==> config.mk <==
export PLATFORM = sky130hd
export DESIGN_NAME = note_hit_judge
export DESIGN_NICKNAME = d
export VERILOG_FILES = /design/src/rtl/note_hit_judge.sv
export SDC_FILE = /design/constraint.sdc
export NUM_CORES = 1
export LEC_CHECK = 0
export CAP_MARGIN = 20
export CORE_MARGIN = 4
export CORE_UTILIZATION = 44
export CTS_CLUSTER_SIZE = 28
export DETAILED_ROUTE_END_ITERATION = 10
export GPL_TIMING_DRIVEN = 1
export HOLD_SLACK_MARGIN = 0.05
export PLACE_DENSITY = 0.82
export RECOVER_POWER = 25
export SETUP_SLACK_MARGIN = 0.3
export SLEW_MARGIN = 20
export SYNTH_ARGS = -nofsm -noshare
export SYNTH_HDL_FRONTEND = slang
export SYNTH_SLANG_ARGS = --single-unit
==> constraint.sdc <==
create_clock -name clk -period 8.15 [get_ports clk]
set_clock_uncertainty 0.2 [all_clocks]
set_input_delay 1.63 -clock clk [delete_from_list [all_inputs] [get_ports clk]]
set_output_delay 1.63 -clock clk [all_outputs]
set_load 0.02 [all_outputs]
==> src/rtl/note_hit_judge.sv <==
// Judges lane presses against the 24 falling-square slots and sweeps late squares as misses.
// Press-to-judgement latency is 8 cycles after the latched press; a miss sweep takes 25 cycles; requests queue in pending bits.
module note_hit_judge #(
  parameter int SLOTS   = 6,
  parameter int POS_W   = 10,
  parameter int HIT_Y   = 400,
  parameter int WINDOW  = 16,
  parameter int PERFECT = 4,
  parameter int SCORE_W = 16
) (
  input  logic                     clk,
  input  logic                     RST_BTN,
  input  logic [3:0]               btn,
  input  logic                     frame_tick,
  input  logic [4*SLOTS-1:0]       slot_active,
  input  logic [4*SLOTS*POS_W-1:0] slot_y,
  output logic [4*SLOTS-1:0]       clear,
  output logic                     judge_valid,
  output logic [1:0]               judge_lane,
  output logic [1:0]               judge_result,
  output logic [SCORE_W-1:0]       score,
  output logic [7:0]               combo,
  output logic                     busy
);

  localparam int NSLOT = 4 * SLOTS;
  localparam int IW    = $clog2(NSLOT);
  localparam int SW    = $clog2(SLOTS);
  localparam int DW    = POS_W + 1;
  localparam logic [DW-1:0] HIT  = DW'(HIT_Y);
  localparam logic [DW-1:0] LO   = DW'(HIT_Y - WINDOW);
  localparam logic [DW-1:0] HI   = DW'(HIT_Y + WINDOW);
  localparam logic [DW-1:0] PERF = DW'(PERFECT);

  typedef enum logic [1:0] {IDLE, LSCAN, RESOLVE, MSCAN} state_t;

  state_t              state_q, state_d;
  logic [3:0]          pending_q, pending_d;
  logic                miss_q, miss_d;
  logic [1:0]          lane_q, lane_d;
  logic [SW-1:0]       s_q, s_d, best_q, best_d;
  logic [IW-1:0]       idx_q, idx_d;
  logic                found_q, found_d;
  logic [DW-1:0]       best_dist_q, best_dist_d;
  logic [NSLOT-1:0]    clear_q, clear_d;
  logic                jv_q, jv_d;
  logic [1:0]          jl_q, jl_d, jr_q, jr_d;
  logic [SCORE_W-1:0]  score_q, score_d;
  logic [7:0]          combo_q, combo_d;

  logic [POS_W-1:0]    y_arr [NSLOT];
  logic [IW-1:0]       lane_base, scan_idx;
  logic [DW-1:0]       cur_y, cur_dist;
  logic                cur_act, in_win, late, perfect;
  logic [SCORE_W:0]    sum;
  logic [3:0]          pend_clr;
  logic                miss_clr;
  logic [1:0]          lsel;

  for (genvar i = 0; i < NSLOT; i++) begin : g_y
    assign y_arr[i] = slot_y[POS_W*i +: POS_W];
  end

  // Distance is taken one bit wider than y so the subtraction never wraps.
  always_comb begin
    lane_base = IW'(lane_q) * IW'(SLOTS);
    scan_idx  = (state_q == MSCAN) ? idx_q : lane_base + IW'(s_q);
    cur_y     = {1'b0, y_arr[scan_idx]};
    cur_act   = slot_active[scan_idx];
    cur_dist  = (cur_y >= HIT) ? cur_y - HIT : HIT - cur_y;
    in_win    = cur_act && (cur_y >= LO) && (cur_y <= HI);
    late      = cur_act && (cur_y > HI);
    perfect   = best_dist_q <= PERF;
    sum       = {1'b0, score_q} + (SCORE_W+1)'(perfect ? 3 : 1);
    lsel      = 2'd0;
    for (int l = 3; l >= 0; l--) begin
      if (pending_q[l]) lsel = 2'(l);
    end
  end

  always_comb begin
    state_d     = state_q;
    lane_d      = lane_q;
    s_d         = s_q;
    best_d      = best_q;
    idx_d       = idx_q;
    found_d     = found_q;
    best_dist_d = best_dist_q;
    clear_d     = '0;
    jv_d        = 1'b0;
    jl_d        = jl_q;
    jr_d        = jr_q;
    score_d     = score_q;
    combo_d     = combo_q;
    pend_clr    = 4'b0;
    miss_clr    = 1'b0;
    case (state_q)
      IDLE: begin
        if (miss_q) begin
          miss_clr = 1'b1;
          idx_d    = '0;
          state_d  = MSCAN;
        end else if (|pending_q) begin
          pend_clr[lsel] = 1'b1;
          lane_d   = lsel;
          s_d      = '0;
          found_d  = 1'b0;
          state_d  = LSCAN;
        end
      end
      LSCAN: begin
        // Strict less-than keeps the lower slot on a distance tie.
        if (in_win && (!found_q || cur_dist < best_dist_q)) begin
          found_d     = 1'b1;
          best_d      = s_q;
          best_dist_d = cur_dist;
        end
        if (s_q == SW'(SLOTS - 1)) state_d = RESOLVE;
        else                       s_d     = s_q + 1'b1;
      end
      RESOLVE: begin
        jv_d    = 1'b1;
        jl_d    = lane_q;
        state_d = IDLE;
        if (found_q) begin
          clear_d[lane_base + IW'(best_q)] = 1'b1;
          jr_d    = perfect ? 2'b10 : 2'b01;
          score_d = sum[SCORE_W] ? '1 : sum[SCORE_W-1:0];
          combo_d = (combo_q == 8'hFF) ? combo_q : combo_q + 8'd1;
        end else begin
          jr_d    = 2'b00;
          combo_d = 8'd0;
        end
      end
      MSCAN: begin
        if (late) begin
          clear_d[idx_q] = 1'b1;
          jv_d    = 1'b1;
          jl_d    = 2'(idx_q / IW'(SLOTS));
          jr_d    = 2'b00;
          combo_d = 8'd0;
        end
        if (idx_q == IW'(NSLOT - 1)) state_d = IDLE;
        else                         idx_d   = idx_q + 1'b1;
      end
      default: state_d = IDLE;
    endcase
    // A new request in the dispatch cycle survives the clear.
    pending_d = (pending_q & ~pend_clr) | btn;
    miss_d    = (miss_q & ~miss_clr) | frame_tick;
  end

  always_ff @(posedge clk) begin
    if (RST_BTN) begin
      state_q     <= IDLE;
      pending_q   <= '0;
      miss_q      <= 1'b0;
      lane_q      <= '0;
      s_q         <= '0;
      best_q      <= '0;
      idx_q       <= '0;
      found_q     <= 1'b0;
      best_dist_q <= '0;
      clear_q     <= '0;
      jv_q        <= 1'b0;
      jl_q        <= '0;
      jr_q        <= '0;
      score_q     <= '0;
      combo_q     <= '0;
    end else begin
      state_q     <= state_d;
      pending_q   <= pending_d;
      miss_q      <= miss_d;
      lane_q      <= lane_d;
      s_q         <= s_d;
      best_q      <= best_d;
      idx_q       <= idx_d;
      found_q     <= found_d;
      best_dist_q <= best_dist_d;
      clear_q     <= clear_d;
      jv_q        <= jv_d;
      jl_q        <= jl_d;
      jr_q        <= jr_d;
      score_q     <= score_d;
      combo_q     <= combo_d;
    end
  end

  assign clear        = clear_q;
  assign judge_valid  = jv_q;
  assign judge_lane   = jl_q;
  assign judge_result = jr_q;
  assign score        = score_q;
  assign combo        = combo_q;
  assign busy         = (state_q != IDLE);

endmodule

==> impl_metrics.json, run 1 <==
{
  "postCtsSetupRepairBufs": 0,
  "antenna_found_initial": 4,
  "drt-wirelength-per-cell_um": 21.2,
  "yosysSeqAreaShare_pct": 22.0,
  "ys_ff_latch": 85,
  "tightestPinTransition_ps": 2350,
  "path_common_cell": "ha_1",
  "drive_gt1_share_pct": 6.48,
  "worstSetupPathType": "reg -> reg",
  "synth_cell_types": 83,
  "ys_warn_count": 0,
  "htree_levels": 3,
  "coreArea_um2": 17200,
  "cp-end-kind": "register",
  "die_area_um2": 19800,
  "rows": 48,
  "maxCapViolations": 1,
  "hold_end": "judge_lane[1]",
  "fin_crit_ps": 7120,
  "grt_max_degree": 52,
  "worst-r2r-setup-slack_ps": 1030,
  "ys_top_cells_by_area": "dfxtp_1 22%, nand2_1 7.8%, mux2i_1 6.0%",
  "synth_edf_count": 0,
  "first_iter_violations": 804,
  "async_reset_ff_share_pct": 0,
  "r2r-start": "lane_q[0]",
  "start_util_pct": 44.8,
  "grt_pass1_wl_um": 49100,
  "ios": 325,
  "grt_overflow": 0,
  "syn_to_final_growth_pct": 45.2,
  "crit_path_start_kind": "register",
  "holdPathStages": 2,
  "die_h_um": 141,
  "status": "finished with violations",
  "antenna_left": 0,
  "place_congestion": 0.916,
  "report.final.slew_viol_count": 52,
  "io_buffers": 324,
  "fillerInstances": 1485,
  "max_freq_mhz": 140,
  "synthCells": 1015,
  "syn_nets": 1318,
  "power.density_nw_per_um2": 260,
  "synth_top_flop_cell": "dfxtp_1",
  "arrival_ps": 7060,
  "grt_pass1_vias": 8829,
  "grt_setup_unrepaired": "no",
  "die-width_um": 141,
  "cp_slowest_cell": "fa_1",
  "synth_top_area_share_pct": 22.0,
  "cts.clk_slew.worst_paths_ps": 60,
  "totalPowerFinal_w": 0.00292,
  "cts.path.max_buffers": 2,
  "ff2ff_path_depth": 28,
  "cts_tree": "done",
  "synth_largest_area_cell": "dfxtp_1",
  "p_leak_nw": 4.12,
  "wirelength_um": 32400,
  "hold_violations": 0,
  "fin_cells": 1524,
  "clk_latency_ps": 340,
  "track_usage_pct": 30.9,
  "synthesis.area_um2": 7730,
  "dpl.hpwl_um": 25200,
  "critPathMaxStageDelay_ps": 590,
  "cp_max_fo": 22,
  "dp.cells": 1506,
  "finalNetCount": 1595,
  "timing.rr.end": "best_q[1]",
  "drc_errors": 0,
  "ir_worst_vdd_v": 0.000168,
  "regArea_um2": 1700,
  "maxSlewHeadroom_pct": -56.5,
  "crit_family": "compound AO/OA/AOI/OAI gates",
  "crit_buf_inv": 4,
  "clock_sinks": 85,
  "worstPathRequired_ps": 8090,
  "vias": 9138,
  "worstHoldPathType": "reg -> reg",
  "hp-start": "judge_lane[1]",
  "multi_input_area_um2": 5480,
  "setup_viol": 0,
  "violations": "capacitance limit, slew limit",
  "via_per_inst": 6.00,
  "fin_crit_sh_pct": 87.4,
  "syn_avg_cell_area_um2": 7.62,
  "cts-root-buf": "clkbuf_16",
  "numCtsBuffers": 9,
  "drt_pre_antenna_iters": 6,
  "timing.setup.tns_ps": 0
}
flip-flops by register name (all words and copies together), names as in the netlist:
name          cells
idx_q             5
s_q               3
combo             8
miss_q            1
state_q           2
judge_lane        2
score            16
lane_q            2
found_q           1
judge_result      2
best_dist_q      11
clear            24
judge_valid       1
pending_q         4
best_q            3
cell usage after synthesis, types with 16 or more instances:
master and instances:
buf_2 24, a211oi_1 21, nor3b_1 17, nand2b_1 16
dfxtp_1 85, nand4_1 20, nand2_1 161, clkbuf_1 24
nor2_1 79, mux2i_1 46, and3_1 28, ha_1 29
o21ai_0 32, a21oi_1 55, inv_1 34, nand3_1 49
xor2_1 17
cell type report:
class | count | area share [%]
multi-input cells | 823 | 48.8
clock inverters | 6 | 0.424
diodes | 2 | 0.0446
inverters | 34 | 1.14
clock buffers | 10 | 2.13
repair buffers | 339 | 29.8
flip-flops and latches | 85 | 15.2
well taps | 225 | 2.51
worst min-delay path: cells and delay by family, from the launching register on:
family           cells  cell delay, ps
AND/OR/NAND/NOR      1              60
flip-flops           1             320
AO/OA/AOI/OAI        1              50
per-layer routing:
metal	GRT usage [%]	share of wire, %	vias to the layer above
met3	7.34	9.6	74
li1	-	-	4322
met2	51.7	47	474
met4	9.23	3.0	4
met1	39.6	41	4264
met5	0	0.077	-
stage by stage:
stage,setup WS (ps),hold WS [ps],utilization (%),instance area (µm²)
4_1_cts,934,280,65.1,11200
5_1_grt,498,309,65.1,11200
6_report,1030,279,65.1,11200
3_5_place_dp,923,272,63.4,10900
3_3_place_gp,1110,269,63.4,10900
2_1_floorplan,2060,259,-,7730
worst max-delay path by stage:
stage	from	end	cells past startpoint
CTS	lane_q[0]	best_q[1]	28
detailed placement	slot_y[95]	best_dist_q[9]	23
floorplan	lane_q[0]	best_dist_q[3]	27
finish	lane_q[0]	best_q[1]	28
global placement	slot_y[95]	best_q[1]	23
global route	lane_q[0]	best_q[1]	28
cell usage in the layout (no fill, tap or decap), drive strengths merged, types with 12 or more instances in the layout:
| cell | Yosys | final |
|---|---|---|
| inv | 34 | 35 |
| ha | 29 | 29 |
| clkdlybuf4s50 | 0 | 318 |
| or3 | 12 | 12 |
| a21oi | 57 | 57 |
| nor2 | 82 | 82 |
| dfxtp | 85 | 85 |
| nor3 | 15 | 15 |
| a2111oi | 15 | 15 |
| o21ai | 41 | 41 |
| and3 | 29 | 29 |
| nand4 | 21 | 21 |
| a21o | 12 | 12 |
| nand2b | 16 | 16 |
| xor2 | 17 | 17 |
| mux2i | 46 | 46 |
| nor3b | 17 | 17 |
| nand3 | 49 | 49 |
| buf | 49 | 15 |
| nand2 | 163 | 163 |
| a211oi | 21 | 21 |
what timing repair did:
| item | 4_1_cts | 5_1_grt |
|---|---|---|
| hold buffers | 0 | 0 |
| gates resized for setup | 0 | 2 |
| endpoints found under the setup margin | 0 | 3 |
| endpoints found under the hold margin | 0 | 0 |
cell families after synthesis:
logic type	count (synthesis)	share of synthesized area, %
compound gates	267	25.2
xor+xnor	24	2.82
fa+ha+maj	32	5.47
buf+inv	107	7.43
flops	85	22.0
mux	60	9.16
simple gates	440	27.9
where the power goes:
| group | switching [W] | internal (W) |
|---|---|---|
| Sequential | 0.0000364 | 0.000430 |
| Combinational | 0.00124 | 0.000830 |
| Clock | 0.000174 | 0.000217 |
No activity file was read; power rests on OpenSTA's default activity.
==> run 2, diff against run 1 <==
- CORE_MARGIN: 4 -> 2
==> impl_metrics.json, run 2 (synthesis results as in run 1) <==
{
  "status": "finished with violations",
  "violations": "capacitance limit, slew limit",
  "via_per_inst": 6.03,
  "die_h_um": 137,
  "tightestPinTransition_ps": 2430,
  "htree_levels": 3,
  "cp_max_fo": 22,
  "cp_slowest_cell": "o2111a_1",
  "cts_resized": 0,
  "vias": 9219,
  "grt_setup_unrepaired": "no",
  "hold_violations": 0,
  "path_common_cell": "ha_1",
  "crit_path_start_kind": "register",
  "worstSetupPathType": "reg -> reg",
  "wirelength_um": 32000,
  "power.density_nw_per_um2": 261,
  "grt_overflow": 0,
  "layout_common_cells": "322 x clkdlybuf4s50_1, 161 x nand2_1, 85 x dfxtp_1",
  "antenna_found_initial": 3,
  "place_congestion": 0.956,
  "dp.cells": 1509,
  "syn_to_final_growth_pct": 45.5,
  "holdWs_ps": 284,
  "clk_latency_ps": 350,
  "grt_pass1_wl_um": 47500,
  "timing.setup.tns_ps": 0,
  "arrival_ps": 7320,
  "dpl.hpwl_um": 25100,
  "drt-wirelength-per-cell_um": 21.0,
  "hold_end": "judge_lane[1]",
  "totalPowerFinal_w": 0.00293,
  "ir_worst_vdd_v": 0.000178,
  "cts-root-buf": "clkbuf_16",
  "clock_sinks": 85,
  "critPathMaxStageDelay_ps": 760,
  "numCtsBuffers": 9,
  "antenna_left": 0,
  "fin_crit_ps": 7370,
  "report.final.slew_viol_count": 52,
  "hp-start": "judge_lane[1]",
  "holdPathStages": 2,
  "cp-end-kind": "register",
  "die_area_um2": 18600,
  "rows": 48,
  "grt_max_degree": 52,
  "max_freq_mhz": 136,
  "setup_viol": 0,
  "first_iter_violations": 806,
  "hold_buffers": 0,
  "grt_pass1_vias": 8683,
  "r2r-start": "lane_q[0]",
  "final_common_cell": "clkdlybuf4s50_1",
  "worstHoldPathType": "reg -> reg",
  "coreArea_um2": 17200,
  "start_util_pct": 44.8,
  "finalNetCount": 1598,
  "timing.rr.end": "best_dist_q[3]",
  "io_buffers": 324,
  "maxCapViolations": 1,
  "cts.path.max_buffers": 2,
  "largest_reg_flops": 24,
  "ios": 325,
  "cts.clk_slew.worst_paths_ps": 70,
  "fin_cells": 1528,
  "maxSlewHeadroom_pct": -62.2,
  "fin_crit_sh_pct": 90.5,
  "worst-r2r-setup-slack_ps": 780,
  "cts_tree": "done",
  "p_leak_nw": 4.13,
  "die-width_um": 137,
  "worstPathRequired_ps": 8090,
  "utilization_pct": 65.2,
  "postCtsSetupRepairBufs": 0,
  "drt_pre_antenna_iters": 5,
  "ff2ff_path_depth": 26,
  "drive_gt1_share_pct": 6.62,
  "drc_errors": 0,
  "track_usage_pct": 33.1
}
[run 2: how the worst max path moves through the flow]
stage | slack [ps] | depth (start not counted) | to | from
after floorplan | 2060 | 27 | best_dist_q[3] | lane_q[0]
after global placement | 1030 | 23 | best_q[0] | slot_y[95]
after detailed placement | 940 | 23 | best_dist_q[3] | slot_y[95]
after CTS | 940 | 26 | best_dist_q[3] | lane_q[0]
after global routing | 280 | 26 | best_dist_q[3] | lane_q[0]
final | 780 | 26 | best_dist_q[3] | lane_q[0]
[run 2: final cells by class]
cell class                 count  area (µm²)
fill                        1485        5990
multi-input combinational    823        5470
tap                          225         282
inverter                      34         128
antenna                        3        7.51
clock buffer                  10         239
sequential                    85        1700
clock inverter                 6        53.8
timing repair buffer         342        3370
[run 2: metal layers]
metal / vias to the layer above / global-route usage [%] / routed length [µm]
met4: 0 / 15.9 / 1350
met3: 84 / 7.30 / 3140
li1: 4326 / - / -
met1: 4341 / 41.1 / 12700
met2: 468 / 54.2 / 14900
met5: - / 0 / 0
[run 2: critical path: cells and delay by family, from the launching register on]
family          cells  cell delay, ps
simple gates        6            1380
flops               1             380
buf+inv             2             310
compound gates     12            2970
fa+ha+maj           4            1430
xor+xnor            1             170
mux                 1             300
[run 2: power breakdown]
part / internal, W / switching (W) / total [W]
clock: 0.000220 / 0.000186 / 0.000406
sequential: 0.000430 / 0.0000224 / 0.000452
combinational: 0.000835 / 0.00124 / 0.00208
total: 0.00148 / 0.00145 / 0.00293
[run 2: metrics by stage]
| step | instance area [µm²] | worst slack (ps) |
|---|---|---|
| final | 11200 | 775 |
| after global routing | 11200 | 279 |
| after CTS | 11200 | 937 |
| after detailed placement | 10900 | 943 |
| after global placement | 10900 | 1030 |
| after floorplan | 7730 | 2060 |
